<file path="src/rtl/pc_pkg.sv">
// pc_pkg: shared types and constants for the quantr-i fetch PC generator.
// Holds the PC state encoding, the redirect-type encoding and the
// INSTR_BYTES legality check used by pc_gen.
package pc_pkg;

    typedef enum logic [1:0] {
        RESET,
        BOOT,
        RUN,
        HOLD
    } pc_state_t;

    typedef enum logic [1:0] {
        NONE,
        JUMP,
        TRAP
    } redirect_t;

    localparam int INSTR_BYTES_SHORT = 2;
    localparam int INSTR_BYTES_WORD  = 4;

    function automatic bit instr_bytes_legal(input int bytes);
        return (bytes == INSTR_BYTES_SHORT) || (bytes == INSTR_BYTES_WORD);
    endfunction

endpackage

</file>
<file path="src/rtl/pc_redirect_buf.sv">
// pc_redirect_buf: one-entry pending-redirect register for pc_gen.
// A redirect arriving during a stall is parked here until the stall
// releases. Newer redirects overwrite older ones, except that a parked
// trap is never displaced by a jump.
module pc_redirect_buf
    import pc_pkg::*;
#(
    parameter int XLEN = 64
) (
    input  logic            clk,
    input  logic            rst,
    input  logic            capture,
    input  redirect_t       capture_kind,
    input  logic [XLEN-1:0] capture_target,
    input  logic            clear,
    output redirect_t       pend_kind,
    output logic [XLEN-1:0] pend_target
);

    redirect_t       kind_q;
    logic [XLEN-1:0] target_q;
    logic            trap_protected;

    // a parked trap outranks any incoming jump
    always_comb begin
        trap_protected = (kind_q == TRAP) && (capture_kind != TRAP);
    end

    // buffer register: reset/clear empties it, capture loads newest unless trap-protected
    always_ff @(posedge clk) begin
        if (rst) begin
            kind_q   <= NONE;
            target_q <= '0;
        end else if (clear) begin
            kind_q   <= NONE;
        end else if (capture && !trap_protected) begin
            kind_q   <= capture_kind;
            target_q <= capture_target;
        end
    end

    assign pend_kind   = kind_q;
    assign pend_target = target_q;

endmodule

</file>
<file path="src/rtl/pc_gen.sv">
// pc_gen: program-counter generator for the quantr-i fetch stage.
// Holds and advances the fetch PC behind a valid/ready handshake, honours
// stall[0], and buffers redirects that arrive during a stall.
// Optional feature macro: PC_TRAP_EN adds the trap_valid/trap_vector
// redirect with the highest non-reset priority.
module pc_gen #(
    parameter int              XLEN         = 64,
    parameter logic [XLEN-1:0] RESET_VECTOR = '0,
    parameter int              INSTR_BYTES  = 4
) (
    input  logic            clk,
    input  logic            rst,
    input  logic [5:0]      stall,
    input  logic            jump_sign,
    input  logic [XLEN-1:0] jump_address,
`ifdef PC_TRAP_EN
    input  logic            trap_valid,
    input  logic [XLEN-1:0] trap_vector,
`endif
    input  logic            fetch_ready,
    output logic [XLEN-1:0] pc,
    output logic            ce,
    output logic            fetch_valid,
    output logic            misalign
);

    import pc_pkg::*;

    localparam bit              INSTR_BYTES_OK = instr_bytes_legal(INSTR_BYTES);
    localparam logic [XLEN-1:0] STEP           = XLEN'(INSTR_BYTES);
    localparam logic [XLEN-1:0] ALIGN_MASK     = ~(XLEN'(INSTR_BYTES - 1));

    if (!INSTR_BYTES_OK) begin : g_illegal_instr_bytes
        $error("pc_gen: INSTR_BYTES must be 2 or 4");
    end

    pc_state_t       state_q, state_d;
    logic [XLEN-1:0] pc_q, pc_d;
    logic            misalign_q, misalign_d;

    logic            hold_req;
    logic            live;
    logic            trap_req;
    logic [XLEN-1:0] trap_target;
    redirect_t       fresh_kind;
    logic [XLEN-1:0] fresh_target;
    logic            buf_capture;
    logic            buf_clear;
    redirect_t       pend_kind;
    logic [XLEN-1:0] pend_target;
    logic            apply;
    logic [XLEN-1:0] apply_target;
    logic            unused_stall;

    assign hold_req     = stall[0];
    assign unused_stall = |stall[5:1];
    assign live         = (state_q == RUN) || (state_q == HOLD);

`ifdef PC_TRAP_EN
    assign trap_req    = trap_valid;
    assign trap_target = trap_vector;
`else
    assign trap_req    = 1'b0;
    assign trap_target = '0;
`endif

    // pick this cycle's incoming redirect: trap outranks jump
    always_comb begin
        fresh_kind   = NONE;
        fresh_target = jump_address;
        if (trap_req) begin
            fresh_kind   = TRAP;
            fresh_target = trap_target;
        end else if (jump_sign) begin
            fresh_kind   = JUMP;
        end
    end

    // redirects are parked only while stalled; leaving the stall empties the buffer
    always_comb begin
        buf_capture = live && hold_req && (fresh_kind != NONE);
        buf_clear   = live && !hold_req;
    end

    pc_redirect_buf #(
        .XLEN(XLEN)
    ) u_redirect_buf (
        .clk            (clk),
        .rst            (rst),
        .capture        (buf_capture),
        .capture_kind   (fresh_kind),
        .capture_target (fresh_target),
        .clear          (buf_clear),
        .pend_kind      (pend_kind),
        .pend_target    (pend_target)
    );

    // next state and next pc: fresh redirect, then pending, then sequential advance
    always_comb begin
        state_d      = state_q;
        pc_d         = pc_q;
        misalign_d   = 1'b0;
        apply        = 1'b0;
        apply_target = fresh_target;
        case (state_q)
            RESET: state_d = BOOT;
            BOOT:  state_d = RUN;
            RUN, HOLD: begin
                if (hold_req) begin
                    state_d = HOLD;
                end else begin
                    state_d = RUN;
                    if (fresh_kind != NONE) begin
                        apply = 1'b1;
                    end else if (pend_kind != NONE) begin
                        apply        = 1'b1;
                        apply_target = pend_target;
                    end else if ((state_q == RUN) && fetch_ready) begin
                        pc_d = pc_q + STEP;
                    end
                end
            end
            default: state_d = RESET;
        endcase
        if (apply) begin
            pc_d       = apply_target & ALIGN_MASK;
            misalign_d = |(apply_target & ~ALIGN_MASK);
        end
    end

    // state, pc and misalign registers with synchronous reset
    always_ff @(posedge clk) begin
        if (rst) begin
            state_q    <= RESET;
            pc_q       <= RESET_VECTOR;
            misalign_q <= 1'b0;
        end else begin
            state_q    <= state_d;
            pc_q       <= pc_d;
            misalign_q <= misalign_d;
        end
    end

    assign pc          = pc_q;
    assign ce          = (state_q == RUN);
    assign fetch_valid = (state_q == RUN);
    assign misalign    = misalign_q;

endmodule
</file>
<file path="config.mk">
export PLATFORM = sky130hd
export DESIGN_NAME = pc_gen
export DESIGN_NICKNAME = d
export VERILOG_FILES = /design/src/rtl/pc_pkg.sv /design/src/rtl/pc_redirect_buf.sv /design/src/rtl/pc_gen.sv
export SDC_FILE = /design/constraint.sdc
export NUM_CORES = 1
export LEC_CHECK = 0
export CAP_MARGIN = 15
export CORE_UTILIZATION = 68
export CTS_CLUSTER_DIAMETER = 50
export DETAILED_ROUTE_END_ITERATION = 6
export DONT_BUFFER_PORTS = 1
export GPL_TIMING_DRIVEN = 0
export HOLD_SLACK_MARGIN = 0.03
export PLACE_DENSITY = 0.86
export SYNTH_ARGS = -nofsm -noshare
export SYNTH_HDL_FRONTEND = slang
export SYNTH_SLANG_ARGS = --single-unit
</file>
<file path="constraint.sdc">
create_clock -name clk -period 5.3 [get_ports clk]
set_input_delay 0.795 -clock clk [delete_from_list [all_inputs] [get_ports clk]]
set_output_delay 0.795 -clock clk [all_outputs]
set_load 0.01 [all_outputs]
</file>
# Word-level counts from Yosys, hierarchy flattened
# Cells that the tools add are included.
[classes]
add_sub_neg = 1
eq_ne = 8
mux = 17
bitwise_logic = 5
n_reduce_logical = 22
[ops]
columns = ["operator", "n"]
rows = [
  ["two-way mux 64 bit", 10],
  ["adder 64 x 3 -> 64 bit, second input constant", 1],
  ["AND reduction 5 bit", 2],
  ["OR reduction 2 bit", 5],
  ["nonzero test 2 bit", 4],
  ["== test 2 bit, second input constant", 3],
  ["logical AND 1 bit", 6],
  ["two-way mux 1 bit", 6],
  ["case mux 2 bit (3 select lines)", 1],
  ["NOT 1 bit", 5],
  ["inequality test 2 bit, second input constant", 2],
  ["== test 2 x 1 -> 1 bit, second input constant", 1],
  ["zero test 1 bit", 2],
  ["zero test 2 bit", 1],
  ["inequality test 1 x 2 -> 1 bit, second input constant", 1],
  ["inequality test 2 x 1 -> 1 bit, second input constant", 1],
  ["AND reduction 2 bit", 1],
  ["logical OR 1 bit", 1],
]
[totals]
regBits = 133
input_bits = 74
output_inout_bits = 67
word_cells = 59

# Longest topological paths before layout
# Gate-level depths: netlist of the first run.
[depth]
ltp_word = 8
ltp_mapped = 8
mapped_depth_nobuf = 6

# Modules after synthesis
# Synthesis of the first run repeated with hierarchy kept, for this count alone.
[hier_totals]
cells_unflattened = 854
hier_area_um2 = 7438.4
[by_module_without_submodules]
columns = ["module", "n_inst", "cells_each", "area_per_inst_um2", "seq_area_each_um2"]
rows = [
  ["pc_gen", 1, 565, 4420.5, 1301.2],
  ["pc_redirect_buf", 1, 289, 3017.9, 1321.3],
]

# Least setup slack after synthesis of the first run
# Ideal clock, no wire load.
[synth_timing]
kind = "input-to-reg"
from = "input port fetch_ready"
to = "register pc_q[25], in the netlist pc[25]"
setup_ps = 91
t_arrival_ps = 2337
required_ps = 5209
setup_slack_ps = 2872
stages = 6
n_path_buf = 1
cell_sequence = "nor4bb_1 -> and3_1 -> clkbuf_1 -> nand4_1 -> or3_1 -> a311oi_1"
[synth_via]
elab_chain_cells = 3
[synth_lines]
columns = ["element", "line_no", "source"]
rows = [
  ["start: declaration", "pc_gen.sv:20", "input logic fetch_ready,"],
  ["logical AND 1 bit", "pc_gen.sv:118", "end else if ((state_q == RUN) && fetch_ready) begin"],
  ["nonzero test 2 bit (no line)", "--", ""],
  ["AND reduction 5 bit (no line)", "--", ""],
  ["end signal: assignment", "pc_gen.sv:139", "pc_q <= pc_d;"],
  ["end: declaration", "pc_gen.sv:38", "logic [XLEN-1:0] pc_q, pc_d;"],
]
# No other way between the ends.
# A chain may end at the register's enable or synchronous reset.

# Final worst setup path of the first run
[layout_timing]
from = "register pc_q[5], in the netlist pc[5]"
to = "register pc_q[50], in the netlist pc[50]"
[layout_via]
elab_chain_cells = 7
[layout_lines]
columns = ["element", "line_no", "source"]
rows = [
  ["adder 64 x 3 -> 64 bit", "pc_gen.sv:119", "pc_d = pc_q + STEP;"],
  ["two-way mux 64 bit", "pc_gen.sv:118", ""],
  ["two-way mux 64 bit", "pc_gen.sv:115", "end else if (pend_kind != NONE) begin"],
  ["two-way mux 64 bit", "pc_gen.sv:113", "if (fresh_kind != NONE) begin"],
  ["two-way mux 64 bit", "pc_gen.sv:109", "if (hold_req) begin"],
  ["two-way mux 64 bit", "pc_gen.sv:105", "case (state_q)"],
  ["two-way mux 64 bit", "pc_gen.sv:125", "if (apply) begin"],
]
# No other way between the ends. The select of a mux whose other input is x is not followed.

==> impl_results.md, run 1 <==
* Status: completed
* Register area at 2600 µm²
* Post-DR vias/cell at 7.23
* Total track usage at 0.467
* Simple-gate portion of the synthesized area at 0.255
* Netlist cell types at 60
* Fin. max-slew vios at 0
* Hold-fix buffers, CTS at 0
* Slew margin rel. at 0.296
* RSZ-0062 raised after global routing: false
* Clock slew at reported path FFs at 0.06 ns
* Number of synthesized flops with an enable pin at 0
* Pin count of the biggest net entering global routing at 17
* Max FO, Critical Path at 10
* Core Footprint at 8890 µm²
* Max Clock Freq at 328 MHz
* Logic pwr share at 0.071
* Post-synthesis xor/xnor area fraction at 0.0632
* Sequential fraction of the synthesis area at 0.409
* DRC Markers at 0
* Hold Path Class: input port to flip-flop
* Required time worst endpoint at 5.68 ns
* Drt pass-1 iters at 6
* Post-CTS Repair Setup Buffers at 0
* FILL cells at 599
* Int Pwr at 1.85 mW
* Area growth syn-to-layout at 11.7%
* ANT cells at 0
* FP Rows at 34
* Total CTS buffers at 17
* Multi-input logic area at 3500 µm²
* Nets at 900
* Clock latency on the worst-skew pair at 0.53 ns
* Type of origin of the critical path: flip-flop
* Chip width at 98.8 µm
* Final ANT Viol Nets at 0
* Final period util at 0.575
* Initial Util at 0.716
* Largest cells by area after synthesis: dfxtp_1, nand2_1, a21oi_1
* Slew @ Worst Pin at 1.05 ns
* Average wire per standard cell at 23.8 µm
* Top-level I/O count at 141
* Routability cong. at 0.994
* Main flop type after synthesis: dfxtp_1
* LEAKAGE at 2.29 nW
* Clk root buf: clkbuf_8
* Cells along the critical path: nand4_2 -> or3_1 -> nor4_1 -> buf_2 -> nand4b_1 -> xnor2_1 -> o32ai_1
* Synth Area in Compound Gates at 0.221
* Slowest cell on crit path: nor4_1
* CP arrival at 3.43 ns
* Hpwl dp at 15200 µm
* Final wirelength at 22500 µm
* CTS tree: yes
* Number of global-route vias before repair at 6780
* Clock share of power at 0.500
* Net Switching at 0.607 mW
* Overflow after GRT at 0
* WS Path Type: flip-flop to flip-flop
* Die area at 9760 µm²
* DIE HEIGHT at 98.8 µm
* Post-route minimum period at 3.05 ns
* Worst Setup End Kind: flip-flop
* Crit-path max cell delay at 0.65 ns
* Setup TNS at 0 ns
* Initial antenna violation count at 0
* Vias at 6836
* Post-CTS Resized at 0
* Share of layout cells above drive strength 1 at 0.0597
* Sw frac at 0.247
* Final setup viols at 0
* #FFs+latches synth at 130
* Reg2reg setup slack at 2.25 ns
* Synthesized cell area at 6370 µm²
* Avg Cell Area, Syn at 7.91 µm²
* Hold violation count in the final report at 0
* Cell family with most CP delay: simple AND/OR/NAND/NOR gates
* Peak supply drop at 0.286 mV
* Adder-cell share of the synthesized area at 0.00196
* Core Util, Final at 0.800
* Synth warn at 0
* Largest family of logic cells by synthesized area: simple AND/OR/NAND/NOR gates
* Yosys top cell area share at 0.409
* Max Cap Viol at 0
* Asr flop ratio synth at 0
* CTS sink cnt at 130
* Count of routing violations after the opening detailed-route iteration at 866
* H-Tree Depth at 4
* PortBufs at 0
* First-pass GRT wire length at 34800 µm
* Clock Path Buffers at 2
* Register share of total power at 0.429
* Pwr/cell area at 345 nW/µm²
* Area leader, netlist: dfxtp_1
* Mux share of post-synthesis cell area at 0.00629
* Critical path buffers and inverters at 1
* Synthesized instance count at 805
* Final Skew at 0.00589 ns
[logic make-up after synthesis]
family / after synthesis
other cells: 1
buf+inv: 69
mux: 4
fa+ha+maj: 1
compound gates: 221
flops: 130
xor+xnor: 46
simple gates: 333
[through the flow]
stage / hold slack, ns / instances / power [mW] / area, µm² / setup slack, ns
floorplan: 0.432 / 806 / 1.18 / 6370 / 2.87
global placement: 0.438 / 914 / 1.23 / 6510 / 2.16
detailed placement: 0.444 / 914 / 1.24 / 6510 / 2.24
CTS: 0.396 / 945 / 2.43 / 7120 / 2.43
global route: 0.403 / 945 / 2.50 / 7120 / 2.17
finish: 0.396 / 945 / 2.46 / 7120 / 2.25
[final timing paths]
kind,start,end,cells after the start
worst max-delay path,pc[5],pc[50],7
worst min-delay path,jump_address[38],u_redirect_buf.pend_target[38],2
worst max register to register,pc[5],pc[50],7
worst min register to register,u_redirect_buf.pend_target[26],u_redirect_buf.pend_target[26],2
[cell usage after synthesis, drive strengths merged, types with 4 or more instances]
master / count
o22ai: 56
nor2: 38
xnor2: 16
or3: 5
a31oi: 5
nand4: 23
and4: 5
nand3: 31
nand2: 166
o221ai: 12
buf: 12
nor2b: 5
a21oi: 85
mux2i: 4
inv: 5
clkbuf: 51
nor3: 16
a211oi: 12
a311oi: 4
dfxtp: 130
o22a: 4
a221oi: 13
and3: 14
o21ai: 9
and2: 5
xor2: 30
nor4: 11
a21o: 6
[worst reg2reg max path, delay by kind of cell, from the launching register on]
family / cells / cell delay (ns)
AO/OA/AOI/OAI: 1 / 0.13
XOR/XNOR: 1 / 0.25
buffers and inverters: 1 / 0.42
flip-flops: 1 / 0.53
AND/OR/NAND/NOR: 4 / 1.55
[sequential cells by signal, summed over array words and instances, names as in the netlist]
| register | cells |
|---|---|
| u_redirect_buf.pend_target | 64 |
| pc | 62 |
| state_q | 2 |
| misalign | 1 |
| u_redirect_buf.pend_kind | 1 |
[cell type report]
cell class                      instances  share of cell area
Sequential cell                       130               0.366
Clock buffer                           21              0.0631
Clock inverter                         10              0.0222
Tap cell                              108              0.0190
Inverter                                6             0.00317
Buffer                                 63              0.0355
Multi-Input combinational cell        607               0.491
[layout by cell type (no fill, tap or decap), types with 4 or more instances in the layout]
cell type	count
inv_1	5
dfxtp_1	130
nor3_1	13
xor2_1	30
a31oi_1	5
nand2_1	166
or3_1	4
and3_1	14
buf_1	5
o21ai_1	4
buf_2	4
and4_1	5
clkinv_2	4
nor4_1	6
a21o_1	6
nand3_1	31
and2_1	4
bufinv_16	4
mux2i_1	4
clkbuf_16	16
o22a_1	4
nand4_1	22
clkbuf_1	53
nor2_1	38
a21oi_1	85
a211oi_1	11
o221ai_1	12
xnor2_1	16
a221oi_1	13
o21ai_0	5
a311oi_1	4
o22ai_1	56
nor2b_1	5
[power by group through the flow]
stage | logic (mW) | registers, mW | clock network, mW
final | 0.175 | 1.05 | 1.23
after CTS | 0.167 | 1.05 | 1.22
after floorplan | 0.118 | 1.06 | 0
after global placement | 0.159 | 1.07 | 0
after detailed placement | 0.164 | 1.07 | 0
after global routing | 0.185 | 1.06 | 1.26
[metal layers]
metal	track usage	wire (µm)
met4	0.265	1170
met5	0	0
met3	0.146	3160
met2	0.725	9920
met1	0.574	8280
Note: power is estimated with default switching activity, not from simulation.
==> run 2, diff against run 1 <==
--- a/config.mk
+++ b/config.mk
@@ -6,13 +6,13 @@
 export NUM_CORES = 1
 export LEC_CHECK = 0
 export CAP_MARGIN = 15
-export CORE_UTILIZATION = 68
+export CORE_UTILIZATION = 64
 export CTS_CLUSTER_DIAMETER = 50
 export DETAILED_ROUTE_END_ITERATION = 6
 export DONT_BUFFER_PORTS = 1
 export GPL_TIMING_DRIVEN = 0
 export HOLD_SLACK_MARGIN = 0.03
-export PLACE_DENSITY = 0.86
+export PLACE_DENSITY = 0.82
 export SYNTH_ARGS = -nofsm -noshare
 export SYNTH_HDL_FRONTEND = slang
 export SYNTH_SLANG_ARGS = --single-unit
==> constraint.sdc (replaced) <==
create_clock -name clk -period 3.1 [get_ports clk]
set_input_delay 0.465 -clock clk [delete_from_list [all_inputs] [get_ports clk]]
set_output_delay 0.465 -clock clk [all_outputs]
set_load 0.01 [all_outputs]
==> run 2 against run 1 <==
Against the previous run: first-iteration DRC count shrank 32%; via count shrank 0.66%; count of clock-buffer cells in the layout is the same; sequential cell count is the same; power grew 68%; register-to-register slack lost 2.1 ns; cell count grew 2.6%; combinational power grew 70%; sequential power grew 71%; clock skew grew 0.0026 ns; critical endpoint is now pc[51]; highest routed layer unchanged.
==> impl_results.md, run 2 (synthesized netlist as in run 1, its figures left out) <==
* Status: completed
* Worst Setup End Kind: flip-flop
* Total CTS buffers at 17
* Worst reg2reg path startpoint: state_q[1]
* Routability cong. at 0.937
* Pin count of the biggest net entering global routing at 17
* Nets at 900
* Pwr/cell area at 579 nW/µm²
* Initial antenna violation count at 0
* FP Rows at 36
* Slew margin rel. at 0.363
* Hold Path Class: input port to flip-flop
* Placed cell count at 939
* Type of origin of the critical path: flip-flop
* Vias at 6791
* Total track usage at 0.438
* DIE HEIGHT at 102 µm
* Final ANT Viol Nets at 0
* Most frequent cells in the layout: nand2_1, dfxtp_1, a21oi_1, o22ai_1, clkbuf_1
* Chip width at 102 µm
* Tot Pwr at 4.12 mW
* Hold violation count in the final report at 0
* Multi-input logic area at 3500 µm²
* Largest register FFs at 64
* CTS sink cnt at 130
* Max Clock Freq at 333 MHz
* First-pass GRT wire length at 33800 µm
* Max FO, Critical Path at 10
* Setup TNS at 0 ns
* Post-DR vias/cell at 7.00
* Required time worst endpoint at 3.50 ns
* H-Tree Depth at 4
* Final period util at 0.967
* Fin. max-slew vios at 0
* Count of routing violations after the opening detailed-route iteration at 586
* HP Start: jump_address[26]
* Overflow after GRT at 0
* Reg2reg end: pc[51]
* Number of global-route vias before repair at 6591
* Post-route minimum period at 3.00 ns
* Hold path cells at 2
* Reg2Reg Depth at 7
* Register area at 2600 µm²
* Clock Path Buffers at 2
* Area growth syn-to-layout at 11.8%
* Die area at 10400 µm²
* Final setup viols at 0
* Drt pass-1 iters at 6
* Clk root buf: clkbuf_8
* Initial Util at 0.655
* Post-CTS Repair Setup Buffers at 0
* Clock latency on the worst-skew pair at 0.54 ns
* Clock slew at reported path FFs at 0.06 ns
* Design Area, Final at 7120 µm²
* Average wire per standard cell at 23.4 µm
* Top-level I/O count at 141
* Core Footprint at 9730 µm²
* Hold EP: u_redirect_buf.pend_target[26]
* Share of layout cells above drive strength 1 at 0.0597
* Commonest non-fill, non-tap cell in the layout: nand2_1
* Hold-fix buffers, CTS at 0
* CTS tree: yes
* LEAKAGE at 2.27 nW
* Placed cell areas at 6540 µm²
* Peak supply drop at 0.359 mV
* RSZ-0062 raised after global routing: false
* Hpwl dp at 15600 µm
* Post-Layout Cell Count at 970
* FILL cells at 770
* Final Skew at 0.00852 ns
* DRC Markers at 0
* PortBufs at 0
* Reg2reg setup slack at 0.10 ns
* Slew @ Worst Pin at 0.956 ns
* Max Cap Viol at 0
* WS Path Type: flip-flop to flip-flop
* CP arrival at 3.40 ns
* Final wirelength at 22700 µm
* Post-CTS Resized at 0
* ANT cells at 0
==> run 2: cell count changes in the layout (fill, tap and decap cells not counted), sizes merged <==
| cell | delta |
|---|---|
| bufinv | -1 |
| clkinv | -1 |
| clkinvlp | +2 |
==> run 2: worst max-delay path by stage <==
stage,startpoint,to,depth (start not counted)
3_3_place_gp,state_q[1],pc[50],8
3_5_place_dp,fetch_ready,pc[51],6
2_1_floorplan,pc[4],pc[53],8
5_1_grt,state_q[1],pc[50],8
6_report,state_q[1],pc[51],7
4_1_cts,pc[5],pc[63],7
==> run 2: final cells by class <==
class / count / area share
Buffer: 63 / 0.0355
Clock inverter: 10 / 0.0188
Clock buffer: 21 / 0.0631
Inverter: 6 / 0.00316
Tap cell: 133 / 0.0234
Sequential cell: 130 / 0.365
Multi-Input combinational cell: 607 / 0.491
==> run 2: routing by layer <==
metal,GRT usage,up-vias,routed length [µm]
met1,0.499,3184,8120
met5,0,-,0
met2,0.687,517,10200
met4,0.272,0,1260
met3,0.175,126,3110
li1,-,2964,-
==> run 2: stage by stage <==
stage / hold WS (ns) / util / worst slack [ns]
floorplan: 0.432 / - / 0.813
global placement: 0.438 / 0.672 / 0.306
detailed placement: 0.447 / 0.672 / 0.237
CTS: 0.0572 / 0.732 / 0.236
global route: 0.0575 / 0.732 / 0.0102
finish: 0.0534 / 0.732 / 0.101
==> run 2: worst max-delay path, cell delays in order, from the launching register on <==
cell,delay [ns]
dfxtp_1,0.30
buf_2,0.18
nor4bb_1,0.73
clkbuf_1,0.59
clkbuf_1,0.53
nand4_1,0.25
xor2_1,0.18
o22ai_1,0.09
==> run 2: report_power, final <==
| part | switching (mW) | internal [mW] |
|---|---|---|
| logic | 0.204 | 0.0939 |
| clock network | 0.762 | 1.26 |
| registers | 0.0773 | 1.73 |
| total | 1.04 | 3.08 |
